===== src/rtl/seg_display_arbiter.sv =====
// Round-robin arbiter sharing one quad seven-segment display between requesters A and B,
// with a minimum ownership time measured in prescaler ticks.
module seg_display_arbiter #(
  parameter int unsigned PRESCALE_W = 20,
  parameter int unsigned HOLD_TICKS = 4,
  parameter logic [15:0] IDLE_VAL   = 16'h0000
) (
  input  logic        clk,
  input  logic        rst_n,
  input  logic        req_a,
  input  logic [15:0] data_a,
  input  logic        req_b,
  input  logic [15:0] data_b,
  output logic        gnt_a,
  output logic        gnt_b,
  output logic [3:0]  val3,
  output logic [3:0]  val2,
  output logic [3:0]  val1,
  output logic [3:0]  val0,
  output logic        disp_on,
  output logic        tick
);

  localparam int unsigned HOLD_W = (HOLD_TICKS < 2) ? 1 : $clog2(HOLD_TICKS + 1);

  typedef enum logic [1:0] {
    S_IDLE  = 2'd0,
    S_OWN_A = 2'd1,
    S_OWN_B = 2'd2
  } state_e;

  state_e                state_q, state_d;
  logic [PRESCALE_W-1:0] presc_q;
  logic                  tick_q;
  logic [HOLD_W-1:0]     hold_q, hold_d;
  logic                  last_b_q, last_b_d;
  logic [15:0]           disp_q, disp_d;
  logic                  gnt_a_q, gnt_b_q, disp_on_q;
  logic                  hold_ok;

  // Ownership may be taken away only once the hold time has fully elapsed.
  assign hold_ok = (HOLD_TICKS == 0) || (32'(hold_q) >= HOLD_TICKS);

  always_comb begin
    state_d  = state_q;
    hold_d   = hold_q;
    last_b_d = last_b_q;
    disp_d   = IDLE_VAL;

    case (state_q)
      S_IDLE: begin
        if (req_a && req_b) state_d = last_b_q ? S_OWN_A : S_OWN_B;
        else if (req_a)     state_d = S_OWN_A;
        else if (req_b)     state_d = S_OWN_B;
      end
      S_OWN_A: begin
        if (!req_a)                state_d = req_b ? S_OWN_B : S_IDLE;
        else if (req_b && hold_ok) state_d = S_OWN_B;
      end
      S_OWN_B: begin
        if (!req_b)                state_d = req_a ? S_OWN_A : S_IDLE;
        else if (req_a && hold_ok) state_d = S_OWN_A;
      end
      default: state_d = S_IDLE;
    endcase

    if (state_d != state_q) begin
      hold_d = '0;
      if (state_d == S_OWN_A)      last_b_d = 1'b0;
      else if (state_d == S_OWN_B) last_b_d = 1'b1;
    end else if (tick_q && (state_q != S_IDLE) && (32'(hold_q) < HOLD_TICKS)) begin
      hold_d = hold_q + HOLD_W'(1);
    end

    // Display follows the upcoming owner's live data every cycle.
    case (state_d)
      S_OWN_A: disp_d = data_a;
      S_OWN_B: disp_d = data_b;
      default: disp_d = IDLE_VAL;
    endcase
  end

  always_ff @(posedge clk) begin
    if (!rst_n) begin
      state_q   <= S_IDLE;
      presc_q   <= '0;
      tick_q    <= 1'b0;
      hold_q    <= '0;
      last_b_q  <= 1'b1;
      disp_q    <= IDLE_VAL;
      gnt_a_q   <= 1'b0;
      gnt_b_q   <= 1'b0;
      disp_on_q <= 1'b0;
    end else begin
      state_q   <= state_d;
      presc_q   <= presc_q + PRESCALE_W'(1);
      tick_q    <= &presc_q;
      hold_q    <= hold_d;
      last_b_q  <= last_b_d;
      disp_q    <= disp_d;
      gnt_a_q   <= (state_d == S_OWN_A);
      gnt_b_q   <= (state_d == S_OWN_B);
      disp_on_q <= (state_d != S_IDLE);
    end
  end

  assign gnt_a   = gnt_a_q;
  assign gnt_b   = gnt_b_q;
  assign disp_on = disp_on_q;
  assign tick    = tick_q;
  assign val3    = disp_q[15:12];
  assign val2    = disp_q[11:8];
  assign val1    = disp_q[7:4];
  assign val0    = disp_q[3:0];

endmodule


===== config.mk =====
export PLATFORM = sky130hd
export DESIGN_NAME = seg_display_arbiter
export DESIGN_NICKNAME = d
export VERILOG_FILES = /design/src/rtl/seg_display_arbiter.sv
export SDC_FILE = /design/constraint.sdc
export NUM_CORES = 1
export LEC_CHECK = 0
export CORE_MARGIN = 1
export CORE_UTILIZATION = 31
export CTS_CLUSTER_DIAMETER = 40
export DETAILED_ROUTE_END_ITERATION = 6
export GPL_TIMING_DRIVEN = 0
export SKIP_LAST_GASP = 1
export SYNTH_ARGS = -nofsm -noshare
export SYNTH_HDL_FRONTEND = slang
export SYNTH_SLANG_ARGS = --single-unit

===== constraint.sdc =====
create_clock -name clk -period 2.9 [get_ports clk]
set_input_delay 0.725 -clock clk [delete_from_list [all_inputs] [get_ports clk]]
set_output_delay 0.725 -clock clk [all_outputs]
set_load 0.05 [all_outputs]

==> Word-level counts from Yosys, hierarchy flattened <==
Cells that the tools add are included.
{ "word_totals": {"register_bits": 46, "out_inout_bits": 20} }
{ "classes": {"eq_ne": 5, "add_sub_neg": 2, "order_cmp": 2, "bitwise_logic": 1, "reduce_logical": 12, "n_mux": 14} }
{ "ops": {"columns": ["cell", "n"], "rows": [
  ["16-bit case mux with 2 select lines", 1],
  ["20-bit by 1-bit adder with 20-bit output (second input constant)", 1],
  ["20-bit AND reduction", 1],
  ["2-bit 2-to-1 mux", 9],
  ["2-bit case mux with 3 select lines", 1],
  ["2-bit nonzero test", 3],
  ["1-bit logical AND", 5],
  ["2-bit by 1-bit == test with 1-bit output (second input constant)", 2],
  ["2-bit == test (second input constant)", 2],
  ["3-bit by 1-bit adder with 3-bit output (second input constant)", 1],
  ["3-bit >= comparator (second input constant)", 1],
  ["3-bit < comparator (second input constant)", 1],
  ["1-bit 2-to-1 mux", 3],
  ["2-bit logical NOT", 1],
  ["2-bit != test", 1],
  ["2-bit AND reduction", 1],
  ["2-bit OR reduction", 1],
  ["1-bit inverter", 1]
]} }

==> Longest topological paths before layout <==
{ "logic_depth": {"word_depth": 8, "ltp_mapped": 9, "mapped_depth_nobuf": 7} }

==> Least setup slack after synthesis <==
OpenSTA, ideal clock, no wires.
{ "synth_path": {"path_type": "reg2reg", "from": "register hold_q[2]", "to": "register disp_q[10]", "period_less_slack_ns": 2.098, "required_ns": 2.772, "t_arrival_ns": 1.970, "stages_incl_launch_ff": 9, "setup_slack_ns": 0.802, "n_path_buf": 1, "path_cell_list": "dfxtp_1 -> mux2_2 -> a21o_1 -> a21oi_1 -> inv_1 -> ha_1 -> nand2_1 -> clkbuf_1 -> nor2_1"} }
{ "synth_between": {"elab_chain_len": 7, "word_cells_on_any_way": 11, "cone_classes": "1 x order compare; 2 x eq/ne; 6 x mux; 2 x reduce/logical"} }
{ "synth_rtl": {"columns": ["item", "line", "source"], "rows": [
  ["start: declaration", "35", "logic [HOLD_W-1:0] hold_q, hold_d;"],
  ["start signal: assignment", "98", "hold_q <= hold_d;"],
  ["3-bit >= comparator *", "42", "assign hold_ok = (HOLD_TICKS == 0) || (32'(hold_q) >= HOLD_TICKS);"],
  ["1-bit logical AND, on equally long branches", "62, 58", null],
  ["2-bit 2-to-1 mux, on equally long branches", "62, 58", null],
  ["2-bit 2-to-1 mux, on equally long branches", "61, 57", null],
  ["2-bit case mux with 3 select lines *", "50", "case (state_q)"],
  ["net state_d[1]", "32", "state_e state_q, state_d;"],
  ["2-bit == test / 2-bit by 1-bit == test with 1-bit output (equally long branches)", "76", "case (state_d)"],
  ["16-bit case mux with 2 select lines *", "76", null],
  ["end signal: assignment", "100", "disp_q <= disp_d;"],
  ["end: declaration", "37", "logic [15:0] disp_q, disp_d;"]
]} }
The timed path passes the listed nets; every way through them passes the cells marked *.
A chain may end at the register's enable or synchronous reset.

==> Worst setup path in the final report <==
{ "layout_path": {"from": "input req_a", "to": "register disp_q[5]"} }
{ "layout_between": {"elab_chain_len": 6, "word_cells_on_any_way": 12, "cone_classes": "2 x eq/ne; 8 x mux; 2 x reduce/logical"} }
{ "layout_rtl": {"columns": ["item", "line", "source"], "rows": [
  ["start: declaration", "10", "input logic req_a,"],
  ["1-bit logical AND", "62", "else if (req_a && hold_ok) state_d = S_OWN_A;"],
  ["2-bit 2-to-1 mux", "62", null],
  ["2-bit 2-to-1 mux", "61", "if (!req_b) state_d = req_a ? S_OWN_A : S_IDLE;"],
  ["2-bit case mux with 3 select lines *", "50", null],
  ["net state_d[0]", "32", null],
  ["2-bit == test / 2-bit by 1-bit == test with 1-bit output (equally long branches)", "76", null],
  ["16-bit case mux with 2 select lines *", "76", null]
]} }
Marked as above.

==> results.txt <==
status = complete, no violations
Yosys top cell area share = 49.0%
met3 track demand over resource = 3.89%
setup TNS = 0 ns
WS Path Type = primary input to flop
maxcap violations = 0
Async SR Flop Fraction = 0%
vias in the first global route = 1479
final core occ = 46.4%
initial DRC count = 72
H-Tree Depth = 2
post-synthesis mux area share = 2.20%
pwr dens = 512 nW/um2
Sw Ratio = 24.2%
Post-Syn Area = 1880 um2
Final setup viols = 0
slowest CP cell = clkdlybuf4s50_1
Distinct cells, synth = 35
Post-CTS Setup Inserts = 0
Die Area = 6380 um2
post-synth top area cell = dfxtp_1
sequential share of power = 49.2%
I/O Pins = 56
CTS buffer count = 5
# fillers = 569
Initial Utilization = 33.1%
WP buf/inv = 3
met2 Use GR = 20.8%
Gate power share = 15.4%
DIE HEIGHT = 79.9 um
Final GP Congestion = 0.759
worst path required time = 3.07 ns
Final #Nets = 308
initial antenna violation count = 0
pin count of the biggest net entering global routing = 14
first-pass GRT wire length = 6670 um
minimum clock period = 2.55 ns
TritonRoute pass-1 iters = 4
global routing's busiest layer = met2
detailed placer's ending HPWL = 2940 um
RSZ-0062 raised after global routing = no
CTS sink count = 46
Total GRT Usage = 13.6%
Hold-fix buffers, CTS = 0
Wirelength per Cell = 11.8 um
Final Hold Vio Count = 0
R2R cell count = 8
Internal = 1020 uW
Top cell by count, worst path = nand2_1
Vias/cell = 4.77
arrival time at the worst endpoint = 2.72 ns
P_sw = 327 uW
r2r startpoint = hold_q[2]
post-synthesis sequential area ratio = 49.0%
P_leak = 0.000918 uW
Slew headroom = 64.9%
CORE AREA = 5680 um2
Setup crit start kind = primary input
post-synthesis xor/xnor area fraction = 6.06%
diodes inserted = 0
Post-synth EDFFs = 0
Synth Instances = 204
IO Port Bufs = 55
compound-cell area share of the yosys netlist = 13.2%
Commonest cells post-synth = dfxtp_1 (46), nor2_1 (33), a22oi_1 (16)
Clock Tree Root = clkbuf_8
clock tree buffer depth = 2
yosys warns = 0
Clk pin slew, worst setup/hold paths = 0.08 ns
Max stage delay on crit path = 0.56 ns
#FFs+latches synth = 46
clock latency on the worst-skew pair = 0.29 ns
top post-synthesis cells by area = dfxtp_1 (49%), nor2_1 (6.6%), a22oi_1 (6.4%)
post-synthesis to final-layout area growth = 40.1%
R2R Path End = disp_q[5]
final antenna-violating net count = 0
Final Max Tran Viols = 0
Total Routed Length = 4000 um
Worst R2R Setup Slack = 0.46 ns
Worst Setup SP = req_a
Clock Power Share = 35.4%
CP cell instances = clkdlybuf4s50_1 -> nand2_1 -> a21oi_1 -> inv_1 -> ha_1 -> nand2_1 -> clkbuf_1 -> nor2_1
Worst Setup EP = disp_q[5]
combinational family with the most area after synthesis = simple AND/OR/NAND/NOR gates
endpoint type of the worst setup path = flop
CTS resizes = 0
Die Wd = 79.9 um
CTS tree = done
final routed DRC violation total = 0
cell count along the critical path = 8
prevailing post-synth register cell = dfxtp_1
Post-Synth Adder-Cell Area = 3.99%
CP delay by family, top = buffers and inverters
Synth Area in Simple Gates = 22.3%
Final Skew = 0.00411 ns
total number of vias = 1612
Syn Nets = 246
share of cells above drive strength 1 = 5.26%
Worst Hold Class = flop to flop
Max VDD drop = 0.256 mV
met1 Use GR = 17.1%
total gr overflow = 0
Max Fclk = 392 MHz
Max Fanout on Critical Path = 10
row cnt = 27
average cell area after synthesis = 9.21 um2
most common cell in the netlist = dfxtp_1
Worst-Margin Slew = 0.524 ns
Final Cycle Share = 88.0%
[registers in the layout (all words and copies together), names as in the netlist]
signal	cells
presc_q	20
disp_q	16
hold_q	3
state_q	2
disp_on	1
gnt_a	1
gnt_b	1
last_b_q	1
tick	1
[layer usage]
metal,share of wire [%],up-vias
met5,0,-
met4,2.3,0
met3,5.5,7
met2,46,39
met1,46,732
li1,-,834
[placed cells by master, fill, tap and decap left out, types with 7 or more instances in the layout]
master / synthesis / final
a21oi_1: 11 / 11
a22oi_1: 16 / 16
clkbuf_1: 7 / 7
clkdlybuf4s50_1: 0 / 55
dfxtp_1: 46 / 46
nand2_1: 10 / 10
nor2_1: 33 / 33
o21ai_0: 7 / 7
xnor2_1: 7 / 7
[logic make-up after synthesis]
family          count (synthesis)
simple gates                   82
flops                          46
compound gates                 39
buf+inv                        14
xor+xnor                       13
fa+ha+maj                       6
mux                             4
[tightest hold or removal path: stages (launching register included)]
cell     delay [ns]
dfxtp_1        0.33
nand2_1        0.06
nor3_1         0.04
[per-stage QoR]
step | worst slack [ns] | hold slack, ns | total power, uW | cells | instance area (um2)
floorplan | 0.802 | 0.428 | 791 | 204 | 1880
global placement | 0.0651 | 0.444 | 886 | 331 | 2520
detailed placement | 0.0113 | 0.460 | 888 | 331 | 2520
CTS | 0.325 | 0.472 | 1370 | 338 | 2630
global route | 0.0945 | 0.492 | 1420 | 338 | 2630
finish | 0.347 | 0.471 | 1350 | 338 | 2630
[worst min path at each step]
stage	slack, ns	from	end	cells past startpoint
after detailed placement	0.46	presc_q[19]	tick	2
after global routing	0.49	presc_q[19]	tick	2
after CTS	0.47	presc_q[19]	tick	2
final	0.47	presc_q[19]	tick	2
after floorplan	0.43	presc_q[19]	tick	2
after global placement	0.44	presc_q[19]	tick	2
[power groups by stage]
stage	Clock (uW)	Combinational [uW]	Sequential, uW
floorplan	0	65.6	725
global route	522	227	666
finish	478	208	663
detailed placement	0	210	678
global placement	0	208	678
CTS	497	210	663
[layout make-up]
cell class                      instances  area (um2)  area share [%]
Tap cell                               72        90.1            3.42
Multi-Input combinational cell        144         898            34.1
Clock buffer                            6        82.6            3.14
Buffer                                  8        37.5            1.43
Inverter                                6        22.5           0.856
Clock inverter                          1        30.0            1.14
Sequential cell                        46         921            35.0
Timing Repair Buffer                   55         551            20.9
(Power assumes the default switching activity.)
